### config.mk
export PLATFORM = sky130hd
export DESIGN_NAME = issue_queue_flat
export DESIGN_NICKNAME = d
export VERILOG_FILES = /design/src/rtl/issue_queue_pkg.sv /design/src/rtl/issue_queue_if.sv /design/src/rtl/issue_queue_select.sv /design/src/rtl/issue_queue.sv /design/src/flat_wrapper.sv
export SDC_FILE = /design/constraint.sdc
export NUM_CORES = 1
export LEC_CHECK = 0
export CORE_UTILIZATION = 56
export CTS_BUF_LIST = sky130_fd_sc_hd__clkbuf_16
export DETAILED_ROUTE_END_ITERATION = 16
export GPL_ROUTABILITY_DRIVEN = 1
export PLACE_DENSITY = 0.74
export SYNTH_ARGS = -nofsm -noshare
export SYNTH_HDL_FRONTEND = slang
export SYNTH_SLANG_ARGS = --single-unit
### constraint.sdc
create_clock -name CLK -period 3.1 [get_ports CLK]
set_input_delay 0.62 -clock CLK [delete_from_list [all_inputs] [get_ports CLK]]
set_output_delay 0.62 -clock CLK [all_outputs]
set_load 0.01 [all_outputs]
### src/rtl/issue_queue_pkg.sv
// Shared types and sizing for the issue queue and the register-read stage it feeds.
package issue_queue_pkg;

  localparam int NUM_PHYS_REGS = 64;
  localparam int LOG_PHYS      = $clog2(NUM_PHYS_REGS);
  localparam int IQ_DEPTH      = 8;
  localparam int PAYLOAD_W     = 32;
  localparam int IDX_W         = $clog2(IQ_DEPTH);
  localparam int CNT_W         = IDX_W + 1;

  typedef logic [LOG_PHYS-1:0] phys_tag_t;

  typedef struct packed {
    logic                 valid;
    phys_tag_t            srcA;
    logic                 rdyA;
    phys_tag_t            srcB;
    logic                 rdyB;
    phys_tag_t            dest;
    logic [PAYLOAD_W-1:0] payload;
  } iq_entry_t;

  typedef struct packed {
    phys_tag_t            srcA;
    phys_tag_t            srcB;
    phys_tag_t            dest;
    logic [PAYLOAD_W-1:0] payload;
  } issue_bundle_t;

  function automatic logic tagHit(input logic wakeValid, input phys_tag_t wakeTag,
                                  input phys_tag_t src);
    return wakeValid && (src == wakeTag);
  endfunction

endpackage

### src/rtl/issue_queue_if.sv
// Dispatch, wakeup and issue signals between rename, writeback, the issue queue and register read.
interface issue_queue_if;
  import issue_queue_pkg::*;

  logic                 Flush;
  logic                 Dispatch_Valid;
  logic                 Dispatch_Ready;
  phys_tag_t            Dispatch_SrcA;
  logic                 Dispatch_SrcA_Rdy;
  phys_tag_t            Dispatch_SrcB;
  logic                 Dispatch_SrcB_Rdy;
  phys_tag_t            Dispatch_Dest;
  logic [PAYLOAD_W-1:0] Dispatch_Payload;
  logic                 Wake_Valid;
  phys_tag_t            Wake_Tag;
  logic                 Issue_Stall;
  logic                 Issue_Valid;
  phys_tag_t            Issue_SrcA;
  phys_tag_t            Issue_SrcB;
  phys_tag_t            Issue_Dest;
  logic [PAYLOAD_W-1:0] Issue_Payload;
  logic [CNT_W-1:0]     Count;

  modport slave (
    input  Flush, Dispatch_Valid, Dispatch_SrcA, Dispatch_SrcA_Rdy, Dispatch_SrcB,
           Dispatch_SrcB_Rdy, Dispatch_Dest, Dispatch_Payload, Wake_Valid, Wake_Tag,
           Issue_Stall,
    output Dispatch_Ready, Issue_Valid, Issue_SrcA, Issue_SrcB, Issue_Dest, Issue_Payload,
           Count
  );

  modport master (
    output Flush, Dispatch_Valid, Dispatch_SrcA, Dispatch_SrcA_Rdy, Dispatch_SrcB,
           Dispatch_SrcB_Rdy, Dispatch_Dest, Dispatch_Payload, Wake_Valid, Wake_Tag,
           Issue_Stall,
    input  Dispatch_Ready, Issue_Valid, Issue_SrcA, Issue_SrcB, Issue_Dest, Issue_Payload,
           Count
  );

endinterface

### src/rtl/issue_queue_select.sv
// Oldest-first picker: lowest-index ready entry wins, since entry 0 is always the oldest.
module iq_select
  import issue_queue_pkg::*;
(
  input  logic [IQ_DEPTH-1:0] candidate,
  output logic [IQ_DEPTH-1:0] grant,
  output logic [IDX_W-1:0]    grantIdx,
  output logic                anyReady
);

  assign anyReady = |candidate;

  always_comb begin
    logic found;
    found    = 1'b0;
    grant    = '0;
    grantIdx = '0;
    for (int i = 0; i < IQ_DEPTH; i++) begin
      if (candidate[i] && !found) begin
        grant[i] = 1'b1;
        grantIdx = IDX_W'(i);
        found    = 1'b1;
      end
    end
  end

endmodule

### src/rtl/issue_queue.sv
// Collapsing out-of-order issue queue: wakeup tracking, oldest-ready select and a registered
// issue slot whose source tags address the register-read ports.
module issue_queue
  import issue_queue_pkg::*;
(
  input  logic          CLK,
  input  logic          RESET,
  issue_queue_if.slave  iq
);

  iq_entry_t           entryReg  [IQ_DEPTH];
  iq_entry_t           entryNext [IQ_DEPTH];
  iq_entry_t           wokeEntry [IQ_DEPTH];
  iq_entry_t           dispatchEntry;
  logic [CNT_W-1:0]    countReg, countNext, appendIdx;
  logic                issueValidReg, issueValidNext;
  issue_bundle_t       issueReg, issueNext;
  logic [IQ_DEPTH-1:0] candidate, grant;
  logic [IDX_W-1:0]    grantIdx;
  logic                anyReady, dispatchReady, dispatchFire, doIssue;

  // Ready bits are the registered ones, so a wakeup takes effect for select one cycle later.
  generate
    for (genvar gi = 0; gi < IQ_DEPTH; gi++) begin : gCand
      assign candidate[gi] = entryReg[gi].valid & entryReg[gi].rdyA & entryReg[gi].rdyB;
    end
  endgenerate

  iq_select uSelect (
    .candidate (candidate),
    .grant     (grant),
    .grantIdx  (grantIdx),
    .anyReady  (anyReady)
  );

  assign dispatchReady = (countReg < CNT_W'(IQ_DEPTH));
  assign dispatchFire  = iq.Dispatch_Valid && dispatchReady;
  assign doIssue       = !iq.Issue_Stall && anyReady;
  assign appendIdx     = countReg - CNT_W'(doIssue);

  always_comb begin
    for (int i = 0; i < IQ_DEPTH; i++) begin
      wokeEntry[i] = entryReg[i];
      if (entryReg[i].valid && tagHit(iq.Wake_Valid, iq.Wake_Tag, entryReg[i].srcA))
        wokeEntry[i].rdyA = 1'b1;
      if (entryReg[i].valid && tagHit(iq.Wake_Valid, iq.Wake_Tag, entryReg[i].srcB))
        wokeEntry[i].rdyB = 1'b1;
    end
  end

  always_comb begin
    dispatchEntry         = '0;
    dispatchEntry.valid   = 1'b1;
    dispatchEntry.srcA    = iq.Dispatch_SrcA;
    dispatchEntry.srcB    = iq.Dispatch_SrcB;
    dispatchEntry.dest    = iq.Dispatch_Dest;
    dispatchEntry.payload = iq.Dispatch_Payload;
    dispatchEntry.rdyA    = iq.Dispatch_SrcA_Rdy ||
                            tagHit(iq.Wake_Valid, iq.Wake_Tag, iq.Dispatch_SrcA);
    dispatchEntry.rdyB    = iq.Dispatch_SrcB_Rdy ||
                            tagHit(iq.Wake_Valid, iq.Wake_Tag, iq.Dispatch_SrcB);
  end

  // Shift, append and wakeup all act on the same pre-edge snapshot.
  always_comb begin
    for (int i = 0; i < IQ_DEPTH; i++)
      entryNext[i] = wokeEntry[i];
    if (doIssue) begin
      for (int i = 0; i < IQ_DEPTH - 1; i++) begin
        if (IDX_W'(i) >= grantIdx)
          entryNext[i] = wokeEntry[i + 1];
      end
      entryNext[IQ_DEPTH-1] = '0;
    end
    if (dispatchFire)
      entryNext[appendIdx[IDX_W-1:0]] = dispatchEntry;
    if (iq.Flush) begin
      for (int i = 0; i < IQ_DEPTH; i++)
        entryNext[i] = '0;
    end
  end

  always_comb begin
    countNext = countReg + CNT_W'(dispatchFire) - CNT_W'(doIssue);
    if (iq.Flush)
      countNext = '0;
  end

  always_comb begin
    issueNext      = issueReg;
    issueValidNext = issueValidReg;
    if (iq.Flush) begin
      issueValidNext = 1'b0;
    end else if (!iq.Issue_Stall) begin
      issueValidNext = anyReady;
      if (anyReady) begin
        issueNext.srcA    = entryReg[grantIdx].srcA;
        issueNext.srcB    = entryReg[grantIdx].srcB;
        issueNext.dest    = entryReg[grantIdx].dest;
        issueNext.payload = entryReg[grantIdx].payload;
      end
    end
  end

  always_ff @(posedge CLK or negedge RESET) begin
    if (!RESET) begin
      for (int i = 0; i < IQ_DEPTH; i++)
        entryReg[i] <= '0;
      countReg      <= '0;
      issueValidReg <= 1'b0;
      issueReg      <= '0;
    end else begin
      for (int i = 0; i < IQ_DEPTH; i++)
        entryReg[i] <= entryNext[i];
      countReg      <= countNext;
      issueValidReg <= issueValidNext;
      issueReg      <= issueNext;
    end
  end

  assign iq.Dispatch_Ready = dispatchReady;
  assign iq.Issue_Valid    = issueValidReg;
  assign iq.Issue_SrcA     = issueReg.srcA;
  assign iq.Issue_SrcB     = issueReg.srcB;
  assign iq.Issue_Dest     = issueReg.dest;
  assign iq.Issue_Payload  = issueReg.payload;
  assign iq.Count          = countReg;

endmodule

### src/flat_wrapper.sv
// flat-port wrapper written by rule: the top's interface ports become plain ports
module issue_queue_flat import issue_queue_pkg::*;
  (CLK, RESET, iq_Flush, iq_Dispatch_Valid, iq_Dispatch_SrcA, iq_Dispatch_SrcA_Rdy, iq_Dispatch_SrcB, iq_Dispatch_SrcB_Rdy, iq_Dispatch_Dest, iq_Dispatch_Payload, iq_Wake_Valid, iq_Wake_Tag, iq_Issue_Stall, iq_Dispatch_Ready, iq_Issue_Valid, iq_Issue_SrcA, iq_Issue_SrcB, iq_Issue_Dest, iq_Issue_Payload, iq_Count);
  issue_queue_if iq_i ();
  input  logic CLK;
  input  logic RESET;
  input wire logic [$bits(iq_i.Flush)-1:0] iq_Flush;
  input wire logic [$bits(iq_i.Dispatch_Valid)-1:0] iq_Dispatch_Valid;
  input wire logic [$bits(iq_i.Dispatch_SrcA)-1:0] iq_Dispatch_SrcA;
  input wire logic [$bits(iq_i.Dispatch_SrcA_Rdy)-1:0] iq_Dispatch_SrcA_Rdy;
  input wire logic [$bits(iq_i.Dispatch_SrcB)-1:0] iq_Dispatch_SrcB;
  input wire logic [$bits(iq_i.Dispatch_SrcB_Rdy)-1:0] iq_Dispatch_SrcB_Rdy;
  input wire logic [$bits(iq_i.Dispatch_Dest)-1:0] iq_Dispatch_Dest;
  input wire logic [$bits(iq_i.Dispatch_Payload)-1:0] iq_Dispatch_Payload;
  input wire logic [$bits(iq_i.Wake_Valid)-1:0] iq_Wake_Valid;
  input wire logic [$bits(iq_i.Wake_Tag)-1:0] iq_Wake_Tag;
  input wire logic [$bits(iq_i.Issue_Stall)-1:0] iq_Issue_Stall;
  output wire logic [$bits(iq_i.Dispatch_Ready)-1:0] iq_Dispatch_Ready;
  output wire logic [$bits(iq_i.Issue_Valid)-1:0] iq_Issue_Valid;
  output wire logic [$bits(iq_i.Issue_SrcA)-1:0] iq_Issue_SrcA;
  output wire logic [$bits(iq_i.Issue_SrcB)-1:0] iq_Issue_SrcB;
  output wire logic [$bits(iq_i.Issue_Dest)-1:0] iq_Issue_Dest;
  output wire logic [$bits(iq_i.Issue_Payload)-1:0] iq_Issue_Payload;
  output wire logic [$bits(iq_i.Count)-1:0] iq_Count;
  assign iq_i.Flush = iq_Flush;
  assign iq_i.Dispatch_Valid = iq_Dispatch_Valid;
  assign iq_i.Dispatch_SrcA = iq_Dispatch_SrcA;
  assign iq_i.Dispatch_SrcA_Rdy = iq_Dispatch_SrcA_Rdy;
  assign iq_i.Dispatch_SrcB = iq_Dispatch_SrcB;
  assign iq_i.Dispatch_SrcB_Rdy = iq_Dispatch_SrcB_Rdy;
  assign iq_i.Dispatch_Dest = iq_Dispatch_Dest;
  assign iq_i.Dispatch_Payload = iq_Dispatch_Payload;
  assign iq_i.Wake_Valid = iq_Wake_Valid;
  assign iq_i.Wake_Tag = iq_Wake_Tag;
  assign iq_i.Issue_Stall = iq_Issue_Stall;
  assign iq_Dispatch_Ready = iq_i.Dispatch_Ready;
  assign iq_Issue_Valid = iq_i.Issue_Valid;
  assign iq_Issue_SrcA = iq_i.Issue_SrcA;
  assign iq_Issue_SrcB = iq_i.Issue_SrcB;
  assign iq_Issue_Dest = iq_i.Issue_Dest;
  assign iq_Issue_Payload = iq_i.Issue_Payload;
  assign iq_Count = iq_i.Count;
  issue_queue u_core (.CLK(CLK), .RESET(RESET), .iq(iq_i));
endmodule
# Word level (Yosys, flattened, before mapping)
# Index checks and enable logic that the tools add are counted.
dict set report word_totals {
  inputBits 64
  elab_cells 220
  reg_bits 479
  output_inout_bits 56
}
dict set report classes {
  add_sub_neg 3
  n_eq_ne 19
  n_reduce_logical 56
  n_lt_le_gt_ge 11
  bitwise_logic 20
  mux 49
}
# cell n
set ops {}
lappend ops {{$mux 424} 3}
lappend ops {{$bwmux 424} 1}
lappend ops {{$mux 53} 8}
lappend ops {{$bmux 53 s3} 1}
lappend ops {{$demux 53 s3} 1}
lappend ops {{$eq 6x6->1} 18}
lappend ops {{$mux 52} 2}
lappend ops {{$logic_and 1x1->1} 44}
lappend ops {{$mux 1} 26}
lappend ops {{$mux 3} 6}
lappend ops {{$and 1x1->1} 16}
lappend ops {{$ge 3x3->1 const A} 3}
lappend ops {{$ge 4x4->1 const B} 2}
lappend ops {{$logic_not 1->1} 8}
lappend ops {{$not 3->4} 2}
lappend ops {{$reduce_or 8->1} 1}
lappend ops {{$ge 1x3->1 const A} 2}
lappend ops {{$ge 2x3->1 const A} 2}
lappend ops {{$add 4x1->4} 1}
lappend ops {{$lt 4x1->1 const B} 1}
lappend ops {{$lt 4x4->1 const B} 1}
lappend ops {{$mux 4} 1}
lappend ops {{$sub 4x1->4} 1}
lappend ops {{$reduce_and 3->1} 1}
lappend ops {{other kinds (4)} 6}

# Logic depth before layout (Yosys ltp)
dict set report depth {
  word_depth 30
  depth_mapped 16
}

# Hierarchy
# A second synthesis with hierarchy kept.
dict set report hier_totals {
  hier_cells 2705
  hier_area_um2 26798.2
}
# module cells_per_inst area_per_inst_um2 seq_area_each_um2 instances
set modules_own_cells {}
lappend modules_own_cells {issue_queue 2683 26648.1 11986.5 1}
lappend modules_own_cells {iq_select 22 150.1 0.0 1}

# Worst setup path before layout
# No wires, ideal clock.
dict set report synth_path {
  path_type {reg-to-reg}
  start {register u_core.entryReg[423] in the netlist's numbering}
  end {register u_core.entryReg[145] in the netlist's numbering}
  arrival_ps 2980
  stages_incl_launch_ff 16
  t_required_ps 3006
  path_slack_ps 26
  synth_period_minus_slack_ps 3074
  cell_sequence {dfrtp_1 nand3_1 nand2_1 o21ai_1 and2_1 buf_2 inv_2 ha_1 ha_1 xnor2_1 nor2_1 nand2_1 clkbuf_1 clkbuf_1 nor2_1 a211oi_1}
}
# element line
set synth_rtl {}
lappend synth_rtl {{start, declared} issue_queue.sv:11} ;# iq_entry_t entryReg [IQ_DEPTH];
lappend synth_rtl {{start signal, assigned by index} issue_queue.sv:114} ;# entryReg[i] <= entryNext[i];

==> results.sh <==
export IMPL_share_seq_of_total_power=0.448
export IMPL_post_route_util=0.6559
export IMPL_seq_area_mm2=0.01199
export IMPL_drt_pass1_iter_count=6
export IMPL_synth_area_mm2=0.02736
export IMPL_setup_worst_path_class="flip-flop to flip-flop"
export IMPL_rsz_0062_raised_after_global_routing="no"
export IMPL_cp_data_required_time_ns=3.61
export IMPL_synthFlopType="dfrtp_1"
export IMPL_critical_path_top_delay_family="simple AND/OR/NAND/NOR gates"
export IMPL_dieArea_mm2=0.04975
export IMPL_clock_tree_htree_level_count=2
export IMPL_avgRoutedWirePerCell_um=24.55
export IMPL_status="finished, final reports clean"
export IMPL_die_h_um=223.0
export IMPL_maximum_fanout_along_the_worst_path=26
export IMPL_cpMaxStageDelayCell="dfrtp_2"
export IMPL_setup_tns_final_ns=0
export IMPL_grt_pass1_wl_mm=136.7
export IMPL_finalInstanceArea_mm2=0.03145
export IMPL_p_clk_frac=0.383
export IMPL_floorplan_rows=80
export IMPL_dp_hpwl_mm=51.98
export IMPL_internal_power_w=0.01150
export IMPL_dp_slack_ns=-0.01976
export IMPL_floorplan_initialDensity=0.5707
export IMPL_pin_count_of_the_biggest_net_entering_global_routing=260
export IMPL_max_capacitance_violation_count=0
export IMPL_clkLatencyLatePin_ns=0.62
export IMPL_area_added_between_synthesis_and_finish_pct=14.93
export IMPL_rr_startpoint="u_core.entryReg[211]"
export IMPL_cp_max_stage_delay_ns=0.45
export IMPL_crit_path_start_kind="flip-flop"
export IMPL_timing_slew_headroom=0.07764
export IMPL_floorplan_core_area_mm2=0.04795
export IMPL_grt_pass1_vias=24440
export IMPL_fmax_ghz=0.3337
export IMPL_minimum_period_implied_by_the_final_worst_setup_slack_ns=2.996
export IMPL_fraction_of_synthesis_flops_using_an_asynchronous_set_or_reset_pin=1.000
export IMPL_number_of_buffer_and_inverter_stages_on_the_critical_path=2
export IMPL_synth_ff_latch_count=479
export IMPL_postSynthAreaPerCell_um2=9.201
export IMPL_post_route_cells_drive_above_1_share=0.09468
export IMPL_worst_setup_hold_path_clk_slew_ns=0.06
export IMPL_critPathCaptureType="flip-flop"
export IMPL_slew_viol_final=0
export IMPL_gp_congestion=0.8809
export IMPL_via_count=24600
export IMPL_timing_hold_violations_final=0
export IMPL_final_net_count=3003
export IMPL_cellPowerDensity_mw_per_mm2=516.8
export IMPL_fill_cells=3709
export IMPL_combinational_share_of_power=0.169
export IMPL_grt_total_usage=0.3470
export IMPL_fin_hold_ws_ns=0.4861
export IMPL_clk_root_buffer_cell="clkbuf_16"
export IMPL_irDropWorstVdd_v=0.0004545
export IMPL_p_sw_w=0.004752
export IMPL_ant_nets=0
export IMPL_ff2ff_path_depth=14
export IMPL_gr_total_overflow=0
export IMPL_cts_sinks=479
export IMPL_r2r_setup_slack_ns=0.10
export IMPL_count_of_different_cell_masters_after_synthesis=50
export IMPL_multiInputGateArea_mm2=0.01401
export IMPL_port_buffers=119
export IMPL_synth_warning_count=0
export IMPL_number_of_synthesized_flops_with_an_enable_pin=0
export IMPL_clockBufferDepth=3
export IMPL_timing_final_setup_violations=0
export IMPL_netlist_instances=2974
export IMPL_drc=0
export IMPL_floorplan_io_pins=120
export IMPL_vias_per_cell=6.860
export IMPL_switching_share=0.2924
export IMPL_post_route_period_util=0.9666
export IMPL_worst_pin_slew_ns=1.384
export IMPL_fp_dieW_um=223.0
export IMPL_synthesis_nets=3044
export IMPL_detailedRoute_firstIterationViolations=3045
export IMPL_crit_chain="nand3_1, nand2_1, o21ai_1, and2_2, inv_2, ha_1, ha_1, xor2_2, and3_1, nor2_4, o21ai_4, buf_12, nor3_1, a211oi_2"
export IMPL_grt_antenna_before_repair=3
export IMPL_timing_rr_end="u_core.entryReg[72]"
export IMPL_total_leakage_power_nw=14.17
export IMPL_clock_tree_from_tritoncts="done"
export IMPL_path_common_cell="ha_1"
export IMPL_fin_ws_ns=0.1035
export IMPL_detail_route_wirelength_mm=88.05
export IMPL_cts_buffers=52
export IMPL_timing_clock_skew_ns=0.02197
export IMPL_synth_seq_area_share=0.4381
export IMPL_crit_arrival_ns=3.51
export IMPL_detailed_place_area_mm2=0.02964
export IMPL_hold_class="primary input to asynchronous set/reset pin"
==> routing by layer <==
metal	GRT usage	routed length, um	up-vias
met5	0	0	-
met4	0.2133	4703	0
met3	0.06440	8198	335
met2	0.5360	40800	1507
met1	0.4542	34350	12200
li1	-	-	10560
==> power by group through the flow <==
stage | clock network (W) | logic (W) | registers [W]
after floorplan | 0 | 0.00170 | 0.00723
after global placement | 0 | 0.00252 | 0.00733
after detailed placement | 0 | 0.00262 | 0.00736
after CTS | 0.00626 | 0.00265 | 0.00726
after global routing | 0.00649 | 0.00297 | 0.00733
final | 0.00622 | 0.00275 | 0.00729
==> worst register-to-register path: cells and delay by family, from the launching register on <==
family,cells,cell delay [ns]
flip-flops,1,0.45
AND/OR/NAND/NOR,6,0.93
AO/OA/AOI/OAI,3,0.54
buffers and inverters,2,0.28
XOR/XNOR,1,0.24
adder cells (fa/ha/maj),2,0.43
==> area by class of cell <==
cell class	count	area share
well taps	615	0.02447
clock buffers	53	0.04217
multi-input cells	2107	0.4455
inverters	59	0.007042
repair buffers	234	0.08916
clock inverters	36	0.01026
flip-flops and latches	479	0.3812
diodes	3	0.0002387
==> how the worst max path moves through the flow <==
stage	from	end	slack [ns]	cells after the start
global route	u_core.entryReg[211]	u_core.entryReg[346]	0.02	14
finish	u_core.entryReg[211]	u_core.entryReg[72]	0.10	14
detailed placement	iq_Issue_Stall	u_core.entryReg[72]	-0.02	14
CTS	u_core.entryReg[423]	u_core.entryReg[65]	0.04	14
global placement	iq_Issue_Stall	u_core.entryReg[83]	0.08	14
floorplan	u_core.entryReg[423]	u_core.entryReg[145]	0.03	15
==> synth_stat cells, types with 4 or more instances <==
| cell type | count | area share |
|---|---|---|
| buf_6 | 5 | 0.0021 |
| o211ai_1 | 6 | 0.0016 |
| o22ai_1 | 100 | 0.023 |
| buf_4 | 5 | 0.0014 |
| nor4_1 | 16 | 0.0037 |
| and3_1 | 5 | 0.0011 |
| nor2b_1 | 4 | 0.00091 |
| xnor2_1 | 53 | 0.017 |
| mux2i_1 | 362 | 0.13 |
| clkbuf_1 | 217 | 0.030 |
| clkbuf_2 | 38 | 0.0070 |
| a211oi_1 | 155 | 0.043 |
| nor3_1 | 53 | 0.0097 |
| nor2_1 | 418 | 0.057 |
| o21ai_0 | 101 | 0.018 |
| dfrtp_1 | 479 | 0.44 |
| nand2b_1 | 5 | 0.0011 |
| ha_1 | 5 | 0.0023 |
| a211o_1 | 50 | 0.016 |
| and2_1 | 4 | 0.00091 |
| a311oi_1 | 150 | 0.048 |
| a41oi_1 | 12 | 0.0038 |
| inv_1 | 58 | 0.0080 |
| a22o_1 | 4 | 0.0013 |
| a21oi_1 | 67 | 0.012 |
| nand2_1 | 328 | 0.045 |
| a211oi_2 | 50 | 0.023 |
| buf_2 | 51 | 0.0093 |
| buf_1 | 13 | 0.0018 |
| xor2_1 | 60 | 0.019 |
| o21ai_1 | 8 | 0.0015 |
| a41o_1 | 6 | 0.0022 |
| nand3_1 | 66 | 0.012 |
==> sequential cells by signal (all words and copies together) (netlist names) <==
register / count
u_core.entryReg: 424
u_core.iq.Count: 4
u_core.iq.Issue_Valid: 1
u_core.iq.Issue_SrcB: 6
u_core.iq.Issue_SrcA: 6
u_core.iq.Issue_Payload: 32
u_core.iq.Issue_Dest: 6
==> cell usage in the layout, fill, tap and decap left out, types with 4 or more instances in the layout <==
cell / count
clkbuf_16: 55
and3_1: 4
a21oi_1: 66
inv_1: 70
xnor2_1: 53
mux2i_1: 362
clkinv_1: 7
a41o_1: 6
a211o_1: 50
xor2_1: 59
clkinv_2: 6
a41oi_1: 12
a311oi_2: 4
nand3_1: 57
o211ai_1: 6
dfrtp_1: 478
buf_4: 54
a211oi_1: 155
clkdlybuf4s50_1: 116
o21ai_4: 5
buf_12: 54
nand2_2: 5
o22ai_1: 100
a211oi_2: 50
a311oi_1: 146
o21ai_0: 101
nand3_2: 7
nand2_1: 321
nor4_1: 16
bufinv_16: 6
a22o_1: 4
nor3_1: 53
nor2_1: 416
ha_1: 5
==> metrics by stage <==
step | total power [W] | cells
finish | 0.01625 | 3586
global route | 0.01679 | 3586
global placement | 0.009852 | 3489
floorplan | 0.008923 | 2974
detailed placement | 0.009980 | 3489
CTS | 0.01617 | 3579
==> cells by family (layout without fill, tap and decap cells) <==
logic type                 Yosys count  count (layout)  synth area share
AOI/OAI and AO/OA                  720             720            0.1973
buffers and inverters              388             382           0.05935
xor gates and xnor gates           113             113           0.03617
other                                0               3                 0
DFF                                479             479            0.4381
and+or+nand+nor                    906             906            0.1337
muxes                              362             362            0.1324
adders and majority gates            6               6          0.003018
==> what timing repair did <==
| action | in CTS | in global routing |
|---|---|---|
| cloned | 0 | 2 |
| setup endpoints to repair | 28 | 228 |
| setup buffers | 0 | 2 |
| pin swaps | 0 | 1 |
| endpoints found under the hold margin | 29 | 0 |
| hold buffers | 1 | 0 |
| resized for setup | 2 | 17 |
Note: power is estimated with default switching activity, not from simulation.
